`src/rtl/modp_addsub_serial_pkg.sv`:
```
// rtl/modp_addsub_serial_pkg.sv - shared widths, modulus and FSM encoding for the serial GF(p) add/sub unit
package modp_addsub_serial_pkg;

  localparam int R_BITS = 112;
  localparam logic [R_BITS-1:0] MODULUS = 112'hDB7C2ABF62E35E668076BEAD208B;
  localparam int DIGIT_W = 16;

  typedef enum logic [1:0] {
    ST_LOAD = 2'd0,
    ST_RUN  = 2'd1,
    ST_SEL  = 2'd2,
    ST_DONE = 2'd3
  } state_t;

endpackage

```
`src/rtl/modp_addsub_serial_if.sv`:
```
// rtl/modp_addsub_serial_if.sv - operand/result bundle between the operand-load stage and the add/sub unit
interface modp_addsub_serial_if #(
  parameter int R_BITS = modp_addsub_serial_pkg::R_BITS
);

  logic [R_BITS-1:0] a;
  logic [R_BITS-1:0] b;
  logic              op_add;
  logic [R_BITS-1:0] r;
  logic              done;
  logic              busy;

  modport master (output a, output b, output op_add, input r, input done, input busy);
  modport slave  (input a, input b, input op_add, output r, output done, output busy);

endinterface

```
`src/rtl/modp_addsub_serial_digit_addsub.sv`:
```
// rtl/modp_addsub_serial_digit_addsub.sv - combinational W-bit adder/subtractor with carry/borrow in and out
module digit_addsub #(
  parameter int W = 16
) (
  input  logic [W-1:0] x_i,
  input  logic [W-1:0] y_i,
  input  logic         cin_i,
  input  logic         sub_i,
  output logic [W-1:0] d_o,
  output logic         cout_o
);

  logic [W:0] res;

  // The extra MSB is the carry on add and the borrow on subtract.
  always_comb begin
    if (sub_i) begin
      res = {1'b0, x_i} - {1'b0, y_i} - {{W{1'b0}}, cin_i};
    end else begin
      res = {1'b0, x_i} + {1'b0, y_i} + {{W{1'b0}}, cin_i};
    end
  end

  assign d_o    = res[W-1:0];
  assign cout_o = res[W];

endmodule

```
`src/rtl/modp_addsub_serial.sv`:
```
// rtl/modp_addsub_serial.sv - digit-serial (a +/- b) mod p; one operation per AU_sub_rst release, fixed N+2 latency
module modp_addsub_serial #(
  parameter int                R_BITS  = modp_addsub_serial_pkg::R_BITS,
  parameter logic [R_BITS-1:0] MODULUS = modp_addsub_serial_pkg::MODULUS,
  parameter int                DIGIT_W = modp_addsub_serial_pkg::DIGIT_W
) (
  input  logic                 clk,
  input  logic                 AU_sub_rst,
  modp_addsub_serial_if.slave  au
);

  import modp_addsub_serial_pkg::*;

  localparam int N   = R_BITS / DIGIT_W;
  localparam int K_W = (N > 1) ? $clog2(N) : 1;

  state_t             state_q, state_d;
  logic [K_W-1:0]     k_q, k_d;
  logic [R_BITS-1:0]  a_q, a_d;
  logic [R_BITS-1:0]  b_q, b_d;
  logic [R_BITS-1:0]  p_q, p_d;
  logic [R_BITS-1:0]  prim_q, prim_d;
  logic [R_BITS-1:0]  corr_q, corr_d;
  logic               c1_q, c1_d;
  logic               c2_q, c2_d;
  logic               op_q, op_d;
  logic [R_BITS-1:0]  r_q, r_d;
  logic               done_q, done_d;
  logic               busy_q, busy_d;

  logic [DIGIT_W-1:0] s_k, t_k;
  logic               c1_out, c2_out;

  digit_addsub #(.W(DIGIT_W)) u_chain1 (
    .x_i    (a_q[DIGIT_W-1:0]),
    .y_i    (b_q[DIGIT_W-1:0]),
    .cin_i  (c1_q),
    .sub_i  (~op_q),
    .d_o    (s_k),
    .cout_o (c1_out)
  );

  // Correction runs the opposite direction: add p back after a subtract, take p off after an add.
  digit_addsub #(.W(DIGIT_W)) u_chain2 (
    .x_i    (s_k),
    .y_i    (p_q[DIGIT_W-1:0]),
    .cin_i  (c2_q),
    .sub_i  (op_q),
    .d_o    (t_k),
    .cout_o (c2_out)
  );

  always_ff @(posedge clk or posedge AU_sub_rst) begin
    if (AU_sub_rst) begin
      state_q <= ST_LOAD;
    end else begin
      state_q <= state_d;
    end
  end

  always_comb begin
    state_d = state_q;
    k_d     = k_q;
    a_d     = a_q;
    b_d     = b_q;
    p_d     = p_q;
    prim_d  = prim_q;
    corr_d  = corr_q;
    c1_d    = c1_q;
    c2_d    = c2_q;
    op_d    = op_q;
    r_d     = r_q;
    done_d  = done_q;
    busy_d  = busy_q;
    case (state_q)
      ST_LOAD: begin
        a_d     = au.a;
        b_d     = au.b;
        p_d     = MODULUS;
        op_d    = au.op_add;
        c1_d    = 1'b0;
        c2_d    = 1'b0;
        k_d     = '0;
        busy_d  = 1'b1;
        state_d = ST_RUN;
      end
      ST_RUN: begin
        a_d    = a_q >> DIGIT_W;
        b_d    = b_q >> DIGIT_W;
        p_d    = p_q >> DIGIT_W;
        prim_d = {s_k, prim_q[R_BITS-1:DIGIT_W]};
        corr_d = {t_k, corr_q[R_BITS-1:DIGIT_W]};
        c1_d   = c1_out;
        c2_d   = c2_out;
        if (k_q == K_W'(N - 1)) begin
          k_d     = '0;
          state_d = ST_SEL;
        end else begin
          k_d = k_q + 1'b1;
        end
      end
      ST_SEL: begin
        // Add: a final carry or no final borrow from a+b-p both mean the sum reached p.
        if (op_q) begin
          r_d = (c1_q || !c2_q) ? corr_q : prim_q;
        end else begin
          r_d = c1_q ? corr_q : prim_q;
        end
        done_d  = 1'b1;
        busy_d  = 1'b0;
        state_d = ST_DONE;
      end
      ST_DONE: begin
        state_d = ST_DONE;
      end
      default: begin
        state_d = ST_LOAD;
      end
    endcase
  end

  always_ff @(posedge clk or posedge AU_sub_rst) begin
    if (AU_sub_rst) begin
      k_q    <= '0;
      a_q    <= '0;
      b_q    <= '0;
      p_q    <= '0;
      prim_q <= '0;
      corr_q <= '0;
      c1_q   <= 1'b0;
      c2_q   <= 1'b0;
      op_q   <= 1'b0;
      r_q    <= '0;
      done_q <= 1'b0;
      busy_q <= 1'b0;
    end else begin
      k_q    <= k_d;
      a_q    <= a_d;
      b_q    <= b_d;
      p_q    <= p_d;
      prim_q <= prim_d;
      corr_q <= corr_d;
      c1_q   <= c1_d;
      c2_q   <= c2_d;
      op_q   <= op_d;
      r_q    <= r_d;
      done_q <= done_d;
      busy_q <= busy_d;
    end
  end

  assign au.r    = r_q;
  assign au.done = done_q;
  assign au.busy = busy_q;

endmodule

```
`src/flat_wrapper.sv`:
```
// flat-port wrapper written by rule: the top's interface ports become plain ports
module modp_addsub_serial_flat import modp_addsub_serial_pkg::*;
#(
  parameter int                R_BITS  = modp_addsub_serial_pkg::R_BITS,
  parameter logic [R_BITS-1:0] MODULUS = modp_addsub_serial_pkg::MODULUS,
  parameter int                DIGIT_W = modp_addsub_serial_pkg::DIGIT_W
)
  (clk, AU_sub_rst, au_a, au_b, au_op_add, au_r, au_done, au_busy);
  modp_addsub_serial_if #(.R_BITS(R_BITS)) au_i ();
  input  logic clk;
  input  logic AU_sub_rst;
  input wire logic [$bits(au_i.a)-1:0] au_a;
  input wire logic [$bits(au_i.b)-1:0] au_b;
  input wire logic [$bits(au_i.op_add)-1:0] au_op_add;
  output wire logic [$bits(au_i.r)-1:0] au_r;
  output wire logic [$bits(au_i.done)-1:0] au_done;
  output wire logic [$bits(au_i.busy)-1:0] au_busy;
  assign au_i.a = au_a;
  assign au_i.b = au_b;
  assign au_i.op_add = au_op_add;
  assign au_r = au_i.r;
  assign au_done = au_i.done;
  assign au_busy = au_i.busy;
  modp_addsub_serial #(.R_BITS(R_BITS), .MODULUS(MODULUS), .DIGIT_W(DIGIT_W)) u_core (.clk(clk), .AU_sub_rst(AU_sub_rst), .au(au_i));
endmodule
```
`config.mk`:
```
export PLATFORM = sky130hd
export DESIGN_NAME = modp_addsub_serial_flat
export DESIGN_NICKNAME = d
export VERILOG_FILES = /design/src/rtl/modp_addsub_serial_pkg.sv /design/src/rtl/modp_addsub_serial_if.sv /design/src/rtl/modp_addsub_serial_digit_addsub.sv /design/src/rtl/modp_addsub_serial.sv /design/src/flat_wrapper.sv
export SDC_FILE = /design/constraint.sdc
export NUM_CORES = 2
export LEC_CHECK = 0
export BUFFER_PORTS_ARGS = -buffer_cell sky130_fd_sc_hd__clkbuf_2
export CAP_MARGIN = 30
export CORE_ASPECT_RATIO = 2
export CORE_UTILIZATION = 45
export CTS_CLUSTER_DIAMETER = 120
export DETAILED_ROUTE_END_ITERATION = 8
export PLACE_DENSITY = 0.75
export SLEW_MARGIN = 15
export SYNTH_ARGS = -nofsm -noshare
export SYNTH_HDL_FRONTEND = slang
export SYNTH_HIERARCHICAL = 1
export SYNTH_SLANG_ARGS = --single-unit
```
`constraint.sdc`:
```
create_clock -name clk -period 23.9 [get_ports clk]
set_clock_uncertainty 0.05 [all_clocks]
set_input_delay 3.585 -clock clk [delete_from_list [all_inputs] [get_ports clk]]
set_output_delay 3.585 -clock clk [all_outputs]
set_load 0.02 [all_outputs]
```
# Word-level counts from Yosys, hierarchy flattened

Index checks and enable logic that the tools add are counted.

Add/subtract/negate cells: 9
Equal/unequal tests: 5
Multiplexer cells: 15
Reduce and logical (&&, ||, !) cells: 6

Operators by type and width:

| operator            | number |
|---|---|
| $pmux 112 s2        | 3 |
| $mux 112            | 3 |
| $add 16x16->17      | 2 |
| $add 17x1->17       | 2 |
| $mux 17             | 2 |
| $sub 16x16->17      | 2 |
| $sub 17x1->17       | 2 |
| $pmux 1 s2          | 3 |
| $pmux 2 s3          | 1 |
| $pmux 3 s2          | 1 |
| $eq 2x2->1 const B  | 2 |
| $reduce_bool 2->1   | 2 |
| $add 3x1->3 const B | 1 |
| $eq 3x3->1 const B  | 1 |
| $mux 3              | 1 |
| $eq 2x1->1 const B  | 1 |
| $logic_not 2->1     | 1 |
| $mux 2              | 1 |
| $ne 2x1->1 const B  | 1 |
| $reduce_or 2->1     | 1 |
| $logic_not 1->1     | 1 |
| $logic_or 1x1->1    | 1 |

Flip-flop bits (word level): 682
Output and inout port bits: 114
Logic and storage cells: 48

# Logic depth before layout (Yosys ltp)

Word-level depth: 7
Gate-level depth with buffers: 24
Mapped depth without buffers: 23

# Modules after synthesis

The synthesis kept the hierarchy.

Modules (own cells, without submodules):

| module                         | instances | cells an instance | area each (um^2) | seq. area each (um^2) |
|---|---|---|---|---|
| modp_addsub_serial             | 1         | 2,266             | 26,845.7         | 15,464.8 |
| digit_addsub (u_core.u_chain1) | 1         | 284               | 2,033.2          | 0.0 |
| digit_addsub (u_core.u_chain2) | 1         | 271               | 1,964.4          | 0.0 |

# Least setup slack after synthesis

Ideal clock, no wire load.

Path kind: reg2reg
Start point: register u_core.a_q[0]
End point: register u_core.corr_q[110]
Library setup time: 127 ps
Arrival: 4,284 ps
Data required time: 23,723 ps
Slack: 19,438 ps
Stages on the path, launching flop included: 23
Path buffers: 0
Clock period less this slack: 4,462 ps
Cells stage by stage: dfrtp_1 -> inv_1 -> fa_1 -> inv_1 -> ha_1 -> o211a_1 -> a211o_1 -> a21oi_1 -> o31ai_1 -> xnor2_1 -> nand2_1 -> o21ai_0 -> inv_1 -> ha_1 -> inv_1 -> ha_1 -> a21o_1 -> a31oi_1 -> o21ai_0 -> a211oi_1 -> xor2_1 -> mux2i_1 -> mux2_1

Word-level cells in the longest chain between the ends: 6
Elaborated cells between the ends (all ways): 10
Those cells by class: add/sub (8); mux (2)

RTL lines:

| what                                             | RTL line                                                                     | text |
|---|---|---|
| start, declared                                  | modp_addsub_serial.sv:19                                                     | `logic [R_BITS-1:0] a_q, a_d;` |
| start signal, assigned                           | modp_addsub_serial.sv:125                                                    | `a_q <= '0;` |
| start signal, assigned                           | modp_addsub_serial.sv:138                                                    | `a_q <= a_d;` |
| $sub 16x16->17 or $add 16x16->17 (tied branches) | modp_addsub_serial_digit_addsub.sv:18, modp_addsub_serial_digit_addsub.sv:20 |  |
| $sub 17x1->17 or $add 17x1->17 (tied branches)   | modp_addsub_serial_digit_addsub.sv:18, modp_addsub_serial_digit_addsub.sv:20 |  |
| $mux 17 (*)                                      | modp_addsub_serial_digit_addsub.sv:17                                        | `if (sub_i) begin` |
| named net u_core.s_k[9]                          | modp_addsub_serial.sv:31                                                     | `logic [DIGIT_W-1:0] s_k, t_k;` |
| $add 16x16->17 or $sub 16x16->17 (tied branches) | modp_addsub_serial_digit_addsub.sv:20, modp_addsub_serial_digit_addsub.sv:18 |  |
| $add 17x1->17 or $sub 17x1->17 (tied branches)   | modp_addsub_serial_digit_addsub.sv:20, modp_addsub_serial_digit_addsub.sv:18 |  |
| $mux 17 (*)                                      | modp_addsub_serial_digit_addsub.sv:17                                        |  |
| named net u_core.t_k[14]                         | modp_addsub_serial.sv:31                                                     |  |
| end signal, assigned                             | modp_addsub_serial.sv:142                                                    | `corr_q <= corr_d;` |
| end, declared                                    | modp_addsub_serial.sv:23                                                     | `logic [R_BITS-1:0] corr_q, corr_d;` |

Mark *: on every way through the listed nets, which the timed path passes. The rest lies on a longest branch.
A chain may end at the register's enable or synchronous reset.

# Worst setup path in the final report

Start point: register u_core.c1_q
End point: register u_core.corr_q[111]

Word-level cells in the longest chain between the ends: 5
Elaborated cells between the ends (all ways): 8
Those cells by class: add/sub (6); mux (2)

RTL lines:

| what                                             | RTL line                                                                     | text |
|---|---|---|
| start, declared                                  | modp_addsub_serial.sv:24                                                     | `logic c1_q, c1_d;` |
| start signal, assigned                           | modp_addsub_serial.sv:130                                                    | `c1_q <= 1'b0;` |
| start signal, assigned                           | modp_addsub_serial.sv:143                                                    | `c1_q <= c1_d;` |
| $sub 17x1->17 or $add 17x1->17 (tied branches)   | modp_addsub_serial_digit_addsub.sv:18, modp_addsub_serial_digit_addsub.sv:20 |  |
| $mux 17 (*)                                      | modp_addsub_serial_digit_addsub.sv:17                                        |  |
| named net u_core.s_k[5]                          | modp_addsub_serial.sv:31                                                     |  |
| $add 16x16->17 or $sub 16x16->17 (tied branches) | modp_addsub_serial_digit_addsub.sv:20, modp_addsub_serial_digit_addsub.sv:18 |  |
| $add 17x1->17 or $sub 17x1->17 (tied branches)   | modp_addsub_serial_digit_addsub.sv:20, modp_addsub_serial_digit_addsub.sv:18 |  |
| $mux 17 (*)                                      | modp_addsub_serial_digit_addsub.sv:17                                        |  |
| named net u_core.t_k[15]                         | modp_addsub_serial.sv:31                                                     |  |

Marked as above.

==> flow_metrics.env <==
export IMPL_die_x_um=187
export IMPL_placementRows=135
export IMPL_criticalPathCategory="flip-flop to flip-flop"
export IMPL_cts_tree="yes"
export IMPL_dp_cells=3867
export IMPL_grt_busiest_layer="met2"
export IMPL_holdCritStartpoint="u_core/b_q[35]"
export IMPL_arrival_ps=6110
export IMPL_wl_mm=79.0
export IMPL_required_ps=24330
export IMPL_dp_hpwl_mm=55.8
export IMPL_drive_above_1_share=0.181
export IMPL_cts_max_path_buffers=3
export IMPL_synthDominantCellAreaShare=0.501
export IMPL_ys_warn_count=6
export IMPL_track_usage=0.229
export IMPL_min_path_type="flip-flop to flip-flop"
export IMPL_rsz0062_at_grt="no"
export IMPL_post_cts_resized=0
export IMPL_clockRootBuffer="clkbuf_16"
export IMPL_fin_crit_ps=5680
export IMPL_cp_start_kind="flip-flop"
export IMPL_syn_nets=3146
export IMPL_synth_cells=2821
export IMPL_slew_violations=0
export IMPL_synth_ff_type="dfrtp_1"
export IMPL_ff2ff_setup_slack_ps=18220
export IMPL_fin_nets=3364
export IMPL_synthArstFlopShare=1.00
export IMPL_fin_crit_sh=0.238
export IMPL_synth_area_leader_cell="dfrtp_1"
export IMPL_synth_edff_count=0
export IMPL_cp_max_fo=58
export IMPL_ctsHoldBuffers=0
export IMPL_yosysSeqAreaShare=0.501
export IMPL_clk_latency_ps=620
export IMPL_reg2reg_to="u_core/corr_q[111]"
export IMPL_clk_pin_slew_worst_paths_ps=60
export IMPL_grt_pass1_wl_mm=124
export IMPL_ios=341
export IMPL_nFillCells=6053
export IMPL_syn_area_um2=30800
export IMPL_vdd_drop_max_mv=0.0699
export IMPL_htreeDepth=2
export IMPL_place_congestion=0.903
export IMPL_finalSetupViolations=0
export IMPL_power_density_nw_per_um2=89.7
export IMPL_grt_pass1_vias=22070
export IMPL_cts_buffers=55
export IMPL_use_met1=0.235
export IMPL_yosysMostFrequentCell="dfrtp_1"
export IMPL_first_pass_iters=4
export IMPL_drt_initial_drc_count=1154
export IMPL_clock_sinks=618
export IMPL_antenna_found_initial=0
export IMPL_die_h_um=372
export IMPL_reg2regPathDepth=21
export IMPL_via_per_inst=5.40
export IMPL_status="finished clean"
export IMPL_ant_nets=0
export IMPL_p_leak_nw=16.7
export IMPL_die_area_um2=69700
export IMPL_synth_seq_cells=618
export IMPL_grt_max_degree=279
export IMPL_tightest_slew_ps=1180
export IMPL_syn_to_final_growth_pct=12.4
export IMPL_tns_ps=0
export IMPL_synthTopCellsByArea="dfrtp_1 50%, mux2_1 8.2%, mux2i_1 6.7%"
export IMPL_r2r_start="u_core/c1_q"
export IMPL_ys_types=72
export IMPL_grt_overflow_total=0
export IMPL_hold_viol=0
export IMPL_synth_top_cells_by_count="618 x dfrtp_1, 518 x nand2_1, 224 x mux2_1, 224 x o21ai_1, 207 x mux2i_1"
export IMPL_cp_end_kind="flip-flop"
export IMPL_stdcell_count=3974
export IMPL_max_slew_margin=0.211
export IMPL_cts_setup_buffers=0
export IMPL_drc=0
export IMPL_syn_area_per_cell_um2=10.9
export IMPL_min_path_cells=2
export IMPL_grt_util_met2=0.413
export IMPL_start_util=0.455
export IMPL_portBuffers=340
export IMPL_routed_via_count=21469
export IMPL_fp_coreArea_um2=67700
export IMPL_max_cap_viol_count=0
export IMPL_fmax_mhz=176
export IMPL_routedWlPerCell_um=19.9
export IMPL_hold_path_endpoint="u_core/b_q[35]"
export IMPL_grt_met3_usage=0.0515
## final cells by class
class                           instances  area [um^2]  share of cell area
Antenna cell                            1         2.50           0.0000722
Clock buffer                           79         1580              0.0455
Clock inverter                         22          256             0.00740
Inverter                              124          473              0.0136
Multi-Input combinational cell       1876        13700               0.395
Sequential cell                       618        15500               0.447
Tap cell                              890         1110              0.0321
Timing Repair Buffer                  364         2070              0.0597
## metal layers
metal	share of wire	wire, um
met5	0	0
met4	0.073	5780
met3	0.063	4980
met2	0.51	40500
met1	0.35	27800
## worst max-delay path by stage
stage	startpoint	endpoint	cells after the start
after floorplan	AU_sub_rst	u_core/a_q[0]	1
after global placement	AU_sub_rst	u_core/prim_q[14]	4
after detailed placement	AU_sub_rst	u_core/prim_q[14]	4
after CTS	AU_sub_rst	u_core/au.r[54]	4
after global routing	u_core/c1_q	u_core/corr_q[111]	21
final	u_core/c1_q	u_core/corr_q[111]	21
## sequential cells by signal (all words and copies together) (netlist names)
signal,flops
u_core/corr_q,112
u_core/prim_q,112
u_core/au.done,1
u_core/c1_q,1
u_core/k_q,3
u_core/au.busy,1
u_core/state_q,2
u_core/au.r,112
u_core/p_q,48
u_core/c2_q,1
u_core/op_q,1
u_core/b_q,112
u_core/a_q,112
## worst max-delay path, cell delays in order (launching register included)
cell and delay (ps):
dfrtp_4 920, inv_1 140, fa_1 560, inv_1 50, ha_1 170, o211a_1 210, a211o_1 280, a21oi_1 220
xor2_1 90, a21oi_1 310, inv_1 80, ha_1 450, inv_1 100, ha_1 370, and2_1 210, o21ai_0 150
nand2_1 90, nand4b_1 170, a31oi_1 320, xnor2_1 150, mux2i_1 80, mux2_1 300
## where the power goes
part	internal (mW)	total, mW	switching, mW
sequential	1.29	1.54	0.257
combinational	0.267	0.658	0.391
clock	0.505	0.907	0.402
## stage by stage
step	cell area, um^2	worst slack, ps	util	hold WS (ps)	power [mW]
final	34700	18220	0.512	433	3.11
after floorplan	30800	2960	-	405	1.90
after detailed placement	32700	17530	0.482	424	2.22
after global placement	32700	17540	0.482	415	2.19
after global routing	34700	17730	0.512	450	3.24
after CTS	34500	18190	0.510	439	3.13
## layout by cell type (no fill, tap or decap), types with 13 or more instances in the layout
master       n
o211ai_1   148
o21ai_1    224
mux2i_1    207
xnor2_1     40
nand2_1    518
a21oi_1     70
a21o_1      13
dfrtp_1    615
mux2_1     224
o211ai_2    81
o21ai_0     26
nor2_1      40
ha_1        90
clkbuf_16   56
nor3b_1     23
a22o_1      34
clkbuf_1    14
xor2_1      13
clkbuf_2   340
inv_1      122
## cell families after synthesis
logic type,synth area share
muxes,0.150
xor gates and xnor gates,0.0151
adders and majority gates,0.0417
and+or+nand+nor,0.0860
buffers and inverters,0.0557
AOI/OAI and AO/OA,0.150
DFF,0.501
Power figures use the tool's default switching activity.
